--- config.mk ---
export PLATFORM = sky130hd
export DESIGN_NAME = reg_debug_scan_ctrl
export DESIGN_NICKNAME = d
export VERILOG_FILES = /design/src/rtl/reg_debug_scan_ctrl.sv
export SDC_FILE = /design/constraint.sdc
export NUM_CORES = 1
export LEC_CHECK = 0
export ABC_AREA = 1
export BUFFER_PORTS_ARGS = -buffer_cell sky130_fd_sc_hd__clkbuf_2
export CORE_ASPECT_RATIO = 1.25
export CORE_MARGIN = 5
export CORE_UTILIZATION = 53
export DETAILED_ROUTE_END_ITERATION = 10
export GPL_TIMING_DRIVEN = 0
export HOLD_SLACK_MARGIN = 0.06
export PLACE_DENSITY_LB_ADDON = 0.3
export SLEW_MARGIN = 20
export SYNTH_ARGS = -nofsm -noshare
export SYNTH_HDL_FRONTEND = slang
export SYNTH_SLANG_ARGS = --single-unit
--- constraint.sdc ---
create_clock -name clk -period 2.4 [get_ports clk]
set_input_delay 0.48 -clock clk [delete_from_list [all_inputs] [get_ports clk]]
set_output_delay 0.48 -clock clk [all_outputs]
set_load 0.1 [all_outputs]
--- src/rtl/reg_debug_scan_ctrl.sv ---
// reg_debug_scan_ctrl
// Drives the register file debug read port for the board display. A manual
// source (register-select switches) and an auto scan over r0..r31 share the
// port. The scan is steppable by a debounced push button. Each read is
// captured into a stable display latch. The latch is refreshed periodically
// so the shown value follows the running pipeline.
module reg_debug_scan_ctrl #(
  parameter int REFRESH_CYCLES  = 1_000_000,
  parameter int DWELL_CYCLES    = 50_000_000,
  parameter int DEBOUNCE_CYCLES = 1_000_000,
  parameter bit SKIP_R0         = 1'b0
) (
  input  logic        clk,
  input  logic        reset,
  input  logic [4:0]  switch_register,
  input  logic        mode_auto,
  input  logic        step_btn,
  output logic [4:0]  rf_dbg_addr,
  input  logic [31:0] rf_dbg_data,
  output logic [4:0]  disp_addr,
  output logic [31:0] disp_value,
  output logic        disp_valid
);

  localparam int HOLD_MAX = (REFRESH_CYCLES > DWELL_CYCLES) ? REFRESH_CYCLES : DWELL_CYCLES;
  localparam int HOLD_W   = $clog2(HOLD_MAX);
  localparam int DB_W     = $clog2(DEBOUNCE_CYCLES);

  localparam logic [HOLD_W-1:0] REFRESH_LAST = HOLD_W'(REFRESH_CYCLES - 1);
  localparam logic [HOLD_W-1:0] DWELL_LAST   = HOLD_W'(DWELL_CYCLES - 1);
  localparam logic [DB_W-1:0]   DB_LAST      = DB_W'(DEBOUNCE_CYCLES - 1);
  localparam logic [4:0]        SCAN_FIRST   = SKIP_R0 ? 5'd1 : 5'd0;

  typedef enum logic [1:0] {IDLE, ISSUE, CAPTURE, HOLD} state_t;

  state_t            state;
  state_t            state_next;
  logic [4:0]        scan_addr;
  logic [4:0]        scan_next;
  logic [4:0]        target;
  logic              issue;
  logic              mode_q;
  logic [HOLD_W-1:0] hold_cnt;
  logic [DB_W-1:0]   db_cnt;
  logic              db_fired;
  logic              press_evt;
  logic              press_pending;
  logic              press_req;
  logic              press_take;

  // Next register in the scan order; r0 is skipped on wrap when requested.
  function automatic logic [4:0] scan_advance(input logic [4:0] a);
    return (a == 5'd31) ? SCAN_FIRST : a + 5'd1;
  endfunction

  // One press per run of DEBOUNCE_CYCLES high samples, never repeated while held.
  assign press_evt = step_btn && (db_cnt == DB_LAST) && !db_fired;
  assign press_req = press_pending || press_evt;

  // Next-state logic and the read target chosen for each new issue.
  always_comb begin
    state_next = state;
    issue      = 1'b0;
    target     = rf_dbg_addr;
    scan_next  = scan_addr;
    press_take = 1'b0;
    case (state)
      IDLE: begin
        issue  = 1'b1;
        target = mode_auto ? scan_addr : switch_register;
      end
      ISSUE:   state_next = CAPTURE;
      CAPTURE: state_next = HOLD;
      HOLD: begin
        if (mode_auto != mode_q) begin
          issue  = 1'b1;
          target = switch_register;
          if (mode_auto) scan_next = switch_register;
        end else if (!mode_auto && (switch_register != disp_addr)) begin
          issue  = 1'b1;
          target = switch_register;
        end else if (mode_auto && press_req) begin
          issue      = 1'b1;
          press_take = 1'b1;
          scan_next  = scan_advance(scan_addr);
          target     = scan_next;
        end else if (!mode_auto && (hold_cnt == REFRESH_LAST)) begin
          issue  = 1'b1;
          target = switch_register;
        end else if (mode_auto && (hold_cnt == DWELL_LAST)) begin
          issue     = 1'b1;
          scan_next = scan_advance(scan_addr);
          target    = scan_next;
        end
      end
      default: state_next = IDLE;
    endcase
    if (issue) state_next = ISSUE;
  end

  // State register, read address, scan pointer, hold timer and display latch.
  always_ff @(posedge clk) begin
    if (reset) begin
      state       <= IDLE;
      rf_dbg_addr <= 5'd0;
      scan_addr   <= SCAN_FIRST;
      mode_q      <= 1'b0;
      hold_cnt    <= '0;
      disp_addr   <= 5'd0;
      disp_value  <= 32'd0;
      disp_valid  <= 1'b0;
    end else begin
      state     <= state_next;
      scan_addr <= scan_next;
      if (issue) begin
        rf_dbg_addr <= target;
        mode_q      <= mode_auto;
      end
      if (state == CAPTURE) begin
        disp_value <= rf_dbg_data;
        disp_addr  <= rf_dbg_addr;
        disp_valid <= 1'b1;
        hold_cnt   <= '0;
      end else if (state == HOLD) begin
        hold_cnt <= hold_cnt + HOLD_W'(1);
      end
    end
  end

  // Button debounce plus a pending flag so presses outside HOLD are not lost.
  always_ff @(posedge clk) begin
    if (reset) begin
      db_cnt        <= '0;
      db_fired      <= 1'b0;
      press_pending <= 1'b0;
    end else begin
      if (!step_btn) begin
        db_cnt   <= '0;
        db_fired <= 1'b0;
      end else begin
        if (db_cnt != DB_LAST) db_cnt <= db_cnt + DB_W'(1);
        if (press_evt) db_fired <= 1'b1;
      end
      if (!mode_auto || press_take) press_pending <= 1'b0;
      else if (press_evt)           press_pending <= 1'b1;
    end
  end

endmodule

==> impl_metrics.sql, run 1 <==
INSERT INTO impl_metrics (metric_group, metric, value, unit) VALUES
('outcome', 'run_status', 'completed', ''),
('floorplanning', 'dieArea', '10960', 'µm²'),
('sta', 'finClkSkew', '10.02', 'ps'),
('setup_path', 'regToRegEndpoint', 'hold_cnt[23]$_SDFFE_PP0P_', ''),
('pwr', 'power_report.internal_total', '2.747', 'mW'),
('clocking', 'tritoncts', 'built', ''),
('hold_path', 'hold_class', 'in2reg', ''),
('final_layout', 'finalInstanceArea', '5489', 'µm²'),
('final_layout', 'drive_above_1_share', '0.1800', ''),
('setup_path', 'critical_path.slowest_cell', 'sky130_fd_sc_hd__dfxtp_1', ''),
('synth', 'synth_warnings', '0', ''),
('floorplanning', 'ios', '84', ''),
('final_layout', 'syn_to_final_growth', '15.69', '%'),
('clocking', 'postCtsResizedCells', '0', ''),
('setup_path', 'r2r_slack', '300', 'ps'),
('synth', 'syn_nets', '739', ''),
('pwr', 'max-vdd-ir-drop', '0.9620', 'mV'),
('sta', 'max-slew-margin-rel', '0.6310', ''),
('pwr', 'p_sw_frac', '0.5080', ''),
('sta', 'finalWorstSetupSlack', '295.1', 'ps'),
('placed_design', 'gp_routability_congestion', '0.8405', ''),
('placed_design', 'placement.cell_area', '5310', 'µm²'),
('clocking', 'cts_max_path_buffers', '2', ''),
('drt', 'postRouteAntennaNets', '0', ''),
('drt', 'firstDrtPassIters', '7', ''),
('clocking', 'cts.htree.levels', '3', ''),
('sta', 'final.setup.tns', '0', 'ps'),
('setup_path', 'critical_path.startpoint', 'state[1]$_SDFFE_PP0P_', ''),
('setup_path', 'cp.required', '2680', 'ps'),
('synth', 'synthesis.instances', '690', ''),
('setup_path', 'timing.critical_path.buf_inv', '2', ''),
('pwr', 'power.share.combinational', '0.460', ''),
('synth', 'postSynthAreaPerCell', '6.876', 'µm²'),
('drt', 'via_per_inst', '5.108', ''),
('run', 'max_cap_violations', '0', ''),
('grt', 'grt_use_total', '0.2111', ''),
('synth', 'synthesis.area', '4745', 'µm²'),
('setup_path', 'cell_by_cell_listing_of_the_critical_path', 'ha_1 -> inv_2 -> nor2_2 -> inv_2 -> nor2_1 -> nand4_1 -> nor4_1 -> a21oi_1 -> o21a_1', ''),
('synth', 'seq_area_frac_synth', '0.4177', ''),
('synth', 'synth.lib_cells_used.distinct', '33', ''),
('placed_design', 'pre_cts_slack', '383.2', 'ps'),
('setup_path', 'worst_path_most_repeated_cell', 'sky130_fd_sc_hd__inv_2', ''),
('setup_path', 'register_to_register_path_depth', '9', ''),
('clocking', 'path_clk_slew', '100', 'ps'),
('clocking', 'post_cts_hold_buffer_count', '0', ''),
('placed_design', 'dp_hpwl', '8403', 'µm'),
('final_layout', 'diodes', '0', ''),
('drt', 'first_iter_violations', '289', ''),
('setup_path', 'reg2reg_from', 'state[1]$_SDFFE_PP0P_', ''),
('sta', 'timing.final.crit_share', '0.8770', ''),
('sta', 'max_clock_freq', '475.1', 'MHz'),
('sta', 'timing.final.crit_period', '2105', 'ps'),
('pwr', 'cellPowerDensity', '1017', 'nW/µm²'),
('sta', 'max_slew.worst_pin.slew', '555.9', 'ps'),
('drt', 'drt-wirelength-per-cell', '12.01', 'µm'),
('floorplanning', 'row_count', '38', ''),
('floorplanning', 'chipWidth', '94.63', 'µm'),
('final_layout', 'finish.utilization', '0.6309', ''),
('setup_path', 'setup.worst_path.start_class', 'flip-flop', ''),
('grt', 'via_count_of_the_first_global_routing_pass', '4462', ''),
('final_layout', 'multi_input_area', '2372', 'µm²'),
('grt', 'global_route.overflow_total', '0', ''),
('sta', 'finalSetupViolations', '0', ''),
('setup_path', 'cp-endpoint', 'hold_cnt[23]$_SDFFE_PP0P_', ''),
('final_layout', 'fill_cells', '821', ''),
('synth', 'ys_seq_elements', '99', ''),
('pwr', 'seq_power_share', '0.358', ''),
('floorplanning', 'die_h', '115.8', 'µm'),
('drt', 'drc', '0', ''),
('floorplanning', 'coreArea', '8701', 'µm²'),
('grt', 'largest_net_degree_at_the_start_of_global_routing', '16', '');
cells in the final DEF (no fill, tap or decap), drive strengths merged, types with 5 or more instances in the layout:
cell / count
nor3: 17
a21oi: 50
nor2: 151
buf: 5
xor2: 5
nand4: 12
inv: 79
dfxtp: 99
nand3: 35
nor4: 5
ha: 8
o21ai: 74
clkinv: 5
clkbuf: 111
nand2: 117
power by group through the flow:
stage	logic [mW]	clock network, mW	registers, mW
floorplan	0.763	0	3.40
global placement	2.54	0	2.02
detailed placement	2.58	0	2.03
CTS	2.58	1.03	2.00
global route	2.77	1.10	2.03
finish	2.57	1.02	2.00
worst min-delay path, cell delays in order:
cell	delay [ps]
sky130_fd_sc_hd__clkbuf_2	70
sky130_fd_sc_hd__nor2_1	30
sky130_fd_sc_hd__nor2_1	80
cells by family after synthesis:
kind of cell	after synthesis	share of synthesized area
AOI/OAI and AO/OA	133	0.1450
xor gates and xnor gates	7	0.01292
adders and majority gates	8	0.02110
buffers and inverters	101	0.08228
DFF	99	0.4177
and+or+nand+nor	342	0.3209
through the flow:
stage / total power, mW / cells
2_1_floorplan: 4.160 / 690
3_5_place_dp: 4.611 / 893
5_1_grt: 5.892 / 909
3_3_place_gp: 4.563 / 893
4_1_cts: 5.609 / 909
6_report: 5.584 / 909
routing by layer:
metal	global-route usage	up-vias	routed length [µm]
met5	0	-	0
met4	0.08277	0	148
met3	0.06494	13	696
met2	0.3772	121	5521
met1	0.2318	2099	4549
li1	-	2410	-
cells in the mapped netlist:
| cell | instances | area share |
|---|---|---|
| sky130_fd_sc_hd__o21a_1 | 3 | 0.0047 |
| sky130_fd_sc_hd__o21ai_0 | 67 | 0.071 |
| sky130_fd_sc_hd__inv_2 | 14 | 0.011 |
| sky130_fd_sc_hd__buf_4 | 2 | 0.0032 |
| sky130_fd_sc_hd__clkbuf_1 | 16 | 0.013 |
| sky130_fd_sc_hd__inv_1 | 64 | 0.051 |
| sky130_fd_sc_hd__nor2_4 | 2 | 0.0047 |
| sky130_fd_sc_hd__nor4_1 | 4 | 0.0053 |
| sky130_fd_sc_hd__a211oi_1 | 3 | 0.0047 |
| sky130_fd_sc_hd__xnor2_1 | 2 | 0.0037 |
| sky130_fd_sc_hd__o21ai_1 | 7 | 0.0074 |
| sky130_fd_sc_hd__nand2_1 | 113 | 0.089 |
| sky130_fd_sc_hd__nand3_4 | 1 | 0.0037 |
| sky130_fd_sc_hd__nor3_1 | 12 | 0.013 |
| sky130_fd_sc_hd__or2_2 | 3 | 0.0040 |
| sky130_fd_sc_hd__nor4_2 | 1 | 0.0026 |
| sky130_fd_sc_hd__nor2_2 | 8 | 0.011 |
| sky130_fd_sc_hd__nor3b_1 | 2 | 0.0032 |
| sky130_fd_sc_hd__nand2_2 | 4 | 0.0053 |
| sky130_fd_sc_hd__nand4_4 | 1 | 0.0045 |
| sky130_fd_sc_hd__a21oi_1 | 50 | 0.053 |
| sky130_fd_sc_hd__nand3_1 | 34 | 0.036 |
| sky130_fd_sc_hd__dfxtp_1 | 99 | 0.42 |
| sky130_fd_sc_hd__xor2_1 | 5 | 0.0092 |
| sky130_fd_sc_hd__o311a_1 | 1 | 0.0021 |
| sky130_fd_sc_hd__nor3_2 | 3 | 0.0063 |
| sky130_fd_sc_hd__nand4_1 | 11 | 0.015 |
| sky130_fd_sc_hd__a31oi_1 | 2 | 0.0026 |
| sky130_fd_sc_hd__clkinv_1 | 2 | 0.0016 |
| sky130_fd_sc_hd__nor3_4 | 2 | 0.0069 |
| sky130_fd_sc_hd__nor2_1 | 141 | 0.11 |
| sky130_fd_sc_hd__ha_1 | 8 | 0.021 |
| sky130_fd_sc_hd__buf_2 | 3 | 0.0032 |
worst min-delay path by stage:
| stage | start | to | cells after the start |
|---|---|---|---|
| detailed placement | rf_dbg_addr[0]$_SDFFE_PP0P_ | disp_addr[0]$_SDFFE_PP0P_ | 2 |
| CTS | rf_dbg_data[16] | disp_value[16]$_SDFFE_PP0P_ | 3 |
| floorplan | db_fired$_SDFFE_PP0P_ | db_fired$_SDFFE_PP0P_ | 2 |
| global placement | disp_valid$_SDFFE_PP0P_ | disp_valid$_SDFFE_PP0P_ | 2 |
| global route | rf_dbg_data[8] | disp_value[8]$_SDFFE_PP0P_ | 3 |
| finish | rf_dbg_data[16] | disp_value[16]$_SDFFE_PP0P_ | 3 |
registers in the layout, indices dropped and copies added, names as in the netlist:
signal         flops
hold_cnt          26
scan_addr          5
db_cnt            20
disp_valid         1
rf_dbg_addr        5
db_fired           1
mode_q             1
disp_addr          5
state              2
press_pending      1
disp_value        32
area by class of cell:
type / instances / share of cell area
Clock inverter: 4 / 0.004331
Clock buffer: 12 / 0.02827
Buffer: 21 / 0.01641
Timing Repair Buffer: 83 / 0.07568
Tap cell: 120 / 0.02735
Multi-Input combinational cell: 490 / 0.4322
Sequential cell: 99 / 0.3611
Inverter: 80 / 0.05471
(Power assumes the default switching activity.)
==> run 2: changes to the inputs <==
CORE_UTILIZATION = 56   (was 53)
==> run 2 against run 1 <==
Utilization rose by 3.4 points. Register-to-register slack got worse by 30 ps. Fmax fell by 1.5%.
==> impl_metrics.sql, run 2 (synthesis gave the netlist of run 1 again) <==
INSERT INTO impl_metrics (metric_group, metric, value, unit) VALUES
('sta', 'max-slew-margin-rel', '0.6181', ''),
('grt', 'via_count_of_the_first_global_routing_pass', '4591', ''),
('outcome', 'run_status', 'completed', ''),
('run', 'max_cap_violations', '0', ''),
('drt', 'first_iter_violations', '226', ''),
('pwr', 'leakagePower', '2.366', 'nW'),
('floorplanning', 'initial_core_util', '0.5758', ''),
('floorplanning', 'dieArea', '10430', 'µm²'),
('drt', 'vias', '4646', ''),
('final_layout', 'drive_above_1_share', '0.1787', ''),
('clocking', 'postCtsResizedCells', '0', ''),
('setup_path', 'regToRegEndpoint', 'hold_cnt[23]$_SDFFE_PP0P_', ''),
('placed_design', 'placement.cell_area', '5281', 'µm²'),
('clocking', 'cts_max_path_buffers', '2', ''),
('clocking', 'cts_inserted_buffers', '9', ''),
('drt', 'firstDrtPassIters', '5', ''),
('sta', 'max_slew.worst_pin.slew', '570.8', 'ps'),
('hold_path', 'min_delay_worst_endpoint', 'disp_value[18]$_SDFFE_PP0P_', ''),
('final_layout', 'layout.cells.most_common_list', 'sky130_fd_sc_hd__nor2_1, sky130_fd_sc_hd__nand2_1, sky130_fd_sc_hd__dfxtp_1', ''),
('grt', 'global_route.overflow_total', '0', ''),
('final_layout', 'layout.nets', '833', ''),
('clocking', 'insertion_delay', '350', 'ps'),
('sta', 'max_clock_freq', '468.2', 'MHz'),
('sta', 'hold_viol_final', '0', ''),
('floorplanning', 'ios', '84', ''),
('final_layout', 'layout_top_registers', 'disp_value x32, hold_cnt x26, db_cnt x20', ''),
('clocking', 'post_cts_hold_buffer_count', '0', ''),
('final_layout', 'finalInstanceArea', '5477', 'µm²'),
('drt', 'drc', '0', ''),
('setup_path', 'cp_max_fo', '4', ''),
('clocking', 'tritoncts', 'built', ''),
('placed_design', 'dp_hpwl', '8638', 'µm'),
('setup_path', 'register_to_register_path_depth', '9', ''),
('grt', 'largest_net_degree_at_the_start_of_global_routing', '16', ''),
('clocking', 'postCtsSetupRepairBufs', '0', ''),
('hold_path', 'hold_path_startpoint', 'rf_dbg_data[18]', ''),
('sta', 'rsz0062_at_grt', 'false', ''),
('setup_path', 'arrival', '2390', 'ps'),
('sta', 'finClkSkew', '9.683', 'ps'),
('final_layout', 'leading_cell_type_in_the_layout_fill_and_taps_excluded', 'sky130_fd_sc_hd__nor2_1', ''),
('placed_design', 'placement.io_buffers', '83', ''),
('drt', 'drt-wirelength-per-cell', '12.41', 'µm'),
('final_layout', 'syn_to_final_growth', '15.43', '%'),
('pwr', 'max-vdd-ir-drop', '0.8578', 'mV'),
('sta', 'finalSetupViolations', '0', ''),
('clocking', 'path_clk_slew', '90', 'ps'),
('grt', 'grt_first_pass_wirelength', '18900', 'µm'),
('clocking', 'numClockSinks', '99', ''),
('clocking', 'clock_tree.root_cell', 'sky130_fd_sc_hd__clkbuf_8', ''),
('hold_path', 'hold-path-cell-count', '3', ''),
('drt', 'routed_wirelength', '10990', 'µm'),
('setup_path', 'setup.worst_path.start_class', 'flip-flop', ''),
('pwr', 'pnr_total_power', '5.630', 'mW'),
('setup_path', 'crit_path_end_kind', 'flip-flop', ''),
('hold_path', 'hold_class', 'in2reg', ''),
('pwr', 'cellPowerDensity', '1028', 'nW/µm²'),
('final_layout', 'largest_register_ff_count', '32', ''),
('floorplanning', 'coreArea', '8240', 'µm²'),
('setup_path', 'cp.required', '2660', 'ps'),
('sta', 'hold_slack', '344.0', 'ps'),
('placed_design', 'gp_routability_congestion', '0.9047', ''),
('setup_path', 'r2r_slack', '260', 'ps'),
('sta', 'timing.final.crit_share', '0.8900', ''),
('setup_path', 'reg2reg_from', 'state[1]$_SDFFE_PP0P_', ''),
('sta', 'timing.final.crit_period', '2136', 'ps'),
('floorplanning', 'row_count', '37', ''),
('sta', 'final.setup.tns', '0', 'ps'),
('drt', 'postRouteAntennaNets', '0', ''),
('drt', 'via_per_inst', '5.244', ''),
('sta', 'slew_viol_final', '0', ''),
('final_layout', 'diodes', '0', ''),
('floorplanning', 'die_h', '112.9', 'µm'),
('final_layout', 'finish.utilization', '0.6646', ''),
('grt', 'grt_use_total', '0.2166', ''),
('clocking', 'cts.htree.levels', '3', ''),
('final_layout', 'top_register', 'disp_value', ''),
('grt', 'antenna_found_initial', '0', ''),
('setup_path', 'path_type_of_the_worst_setup_path', 'reg2reg', ''),
('floorplanning', 'chipWidth', '92.33', 'µm');
==> run 2: cell types whose count changed in the layout (fill, tap and decap cells not counted) <==
| cell | previous run | this run |
|---|---|---|
| sky130_fd_sc_hd__clkinv_2 | 3 | 1 |
| sky130_fd_sc_hd__clkinvlp_4 | 0 | 2 |
| sky130_fd_sc_hd__bufinv_16 | 0 | 1 |
| sky130_fd_sc_hd__clkbuf_1 | 17 | 18 |
| sky130_fd_sc_hd__clkbuf_8 | 11 | 10 |
| sky130_fd_sc_hd__inv_6 | 1 | 0 |
==> run 2: report_power, final <==
| group | internal, mW | switching, mW | total, mW |
|---|---|---|---|
| Sequential | 1.87 | 0.130 | 2.00 |
| Combinational | 0.443 | 2.14 | 2.58 |
| Clock | 0.510 | 0.539 | 1.05 |
| Total | 2.82 | 2.81 | 5.63 |
==> run 2: metrics by stage <==
stage                     setup slack (ps)  instances
final                                264.0        886
after floorplan                      229.8        690
after detailed placement             318.2        870
after global routing                 85.05        886
after global placement               386.3        870
after CTS                            286.9        886
==> run 2: worst max path at each step <==
stage                                   start  slack, ps                         to
floorplan           disp_addr[4]$_SDFFE_PP0P_        230        mode_q$_SDFFE_PP0P_
global placement        state[1]$_SDFFE_PP0P_        390  hold_cnt[23]$_SDFFE_PP0P_
detailed placement      state[1]$_SDFFE_PP0P_        320  hold_cnt[23]$_SDFFE_PP0P_
CTS                     state[1]$_SDFFE_PP0P_        290  hold_cnt[23]$_SDFFE_PP0P_
global route            state[1]$_SDFFE_PP0P_         90  hold_cnt[23]$_SDFFE_PP0P_
finish                  state[1]$_SDFFE_PP0P_        260  hold_cnt[23]$_SDFFE_PP0P_
==> run 2: layout make-up <==
class                           instances  area, µm²
Buffer                                 21      90.09
Timing Repair Buffer                   83      415.4
Fill cell                             738       2764
Multi-Input combinational cell        490       2372
Clock buffer                           12      145.1
Clock inverter                          4      50.05
Sequential cell                        99       1982
Inverter                               80      300.3
Tap cell                               97      121.4
==> run 2: layer usage <==
layer	vias to the layer above	global-route usage	part of all wire
met1	2072	0.2365	0.42
met2	137	0.3872	0.49
met3	25	0.06715	0.068
met5	-	0	0
met4	0	0.08622	0.019
li1	2412	-	-
==> run 2: critical path, cell delays in order, from the launching register on <==
cell and delay, ps:
sky130_fd_sc_hd__dfxtp_1 380, sky130_fd_sc_hd__ha_1 300, sky130_fd_sc_hd__inv_2 90, sky130_fd_sc_hd__nor2_2 140, sky130_fd_sc_hd__inv_2 60, sky130_fd_sc_hd__nor2_1 170
sky130_fd_sc_hd__nand4_1 270, sky130_fd_sc_hd__nor4_1 390, sky130_fd_sc_hd__a21oi_1 120, sky130_fd_sc_hd__o21a_1 120
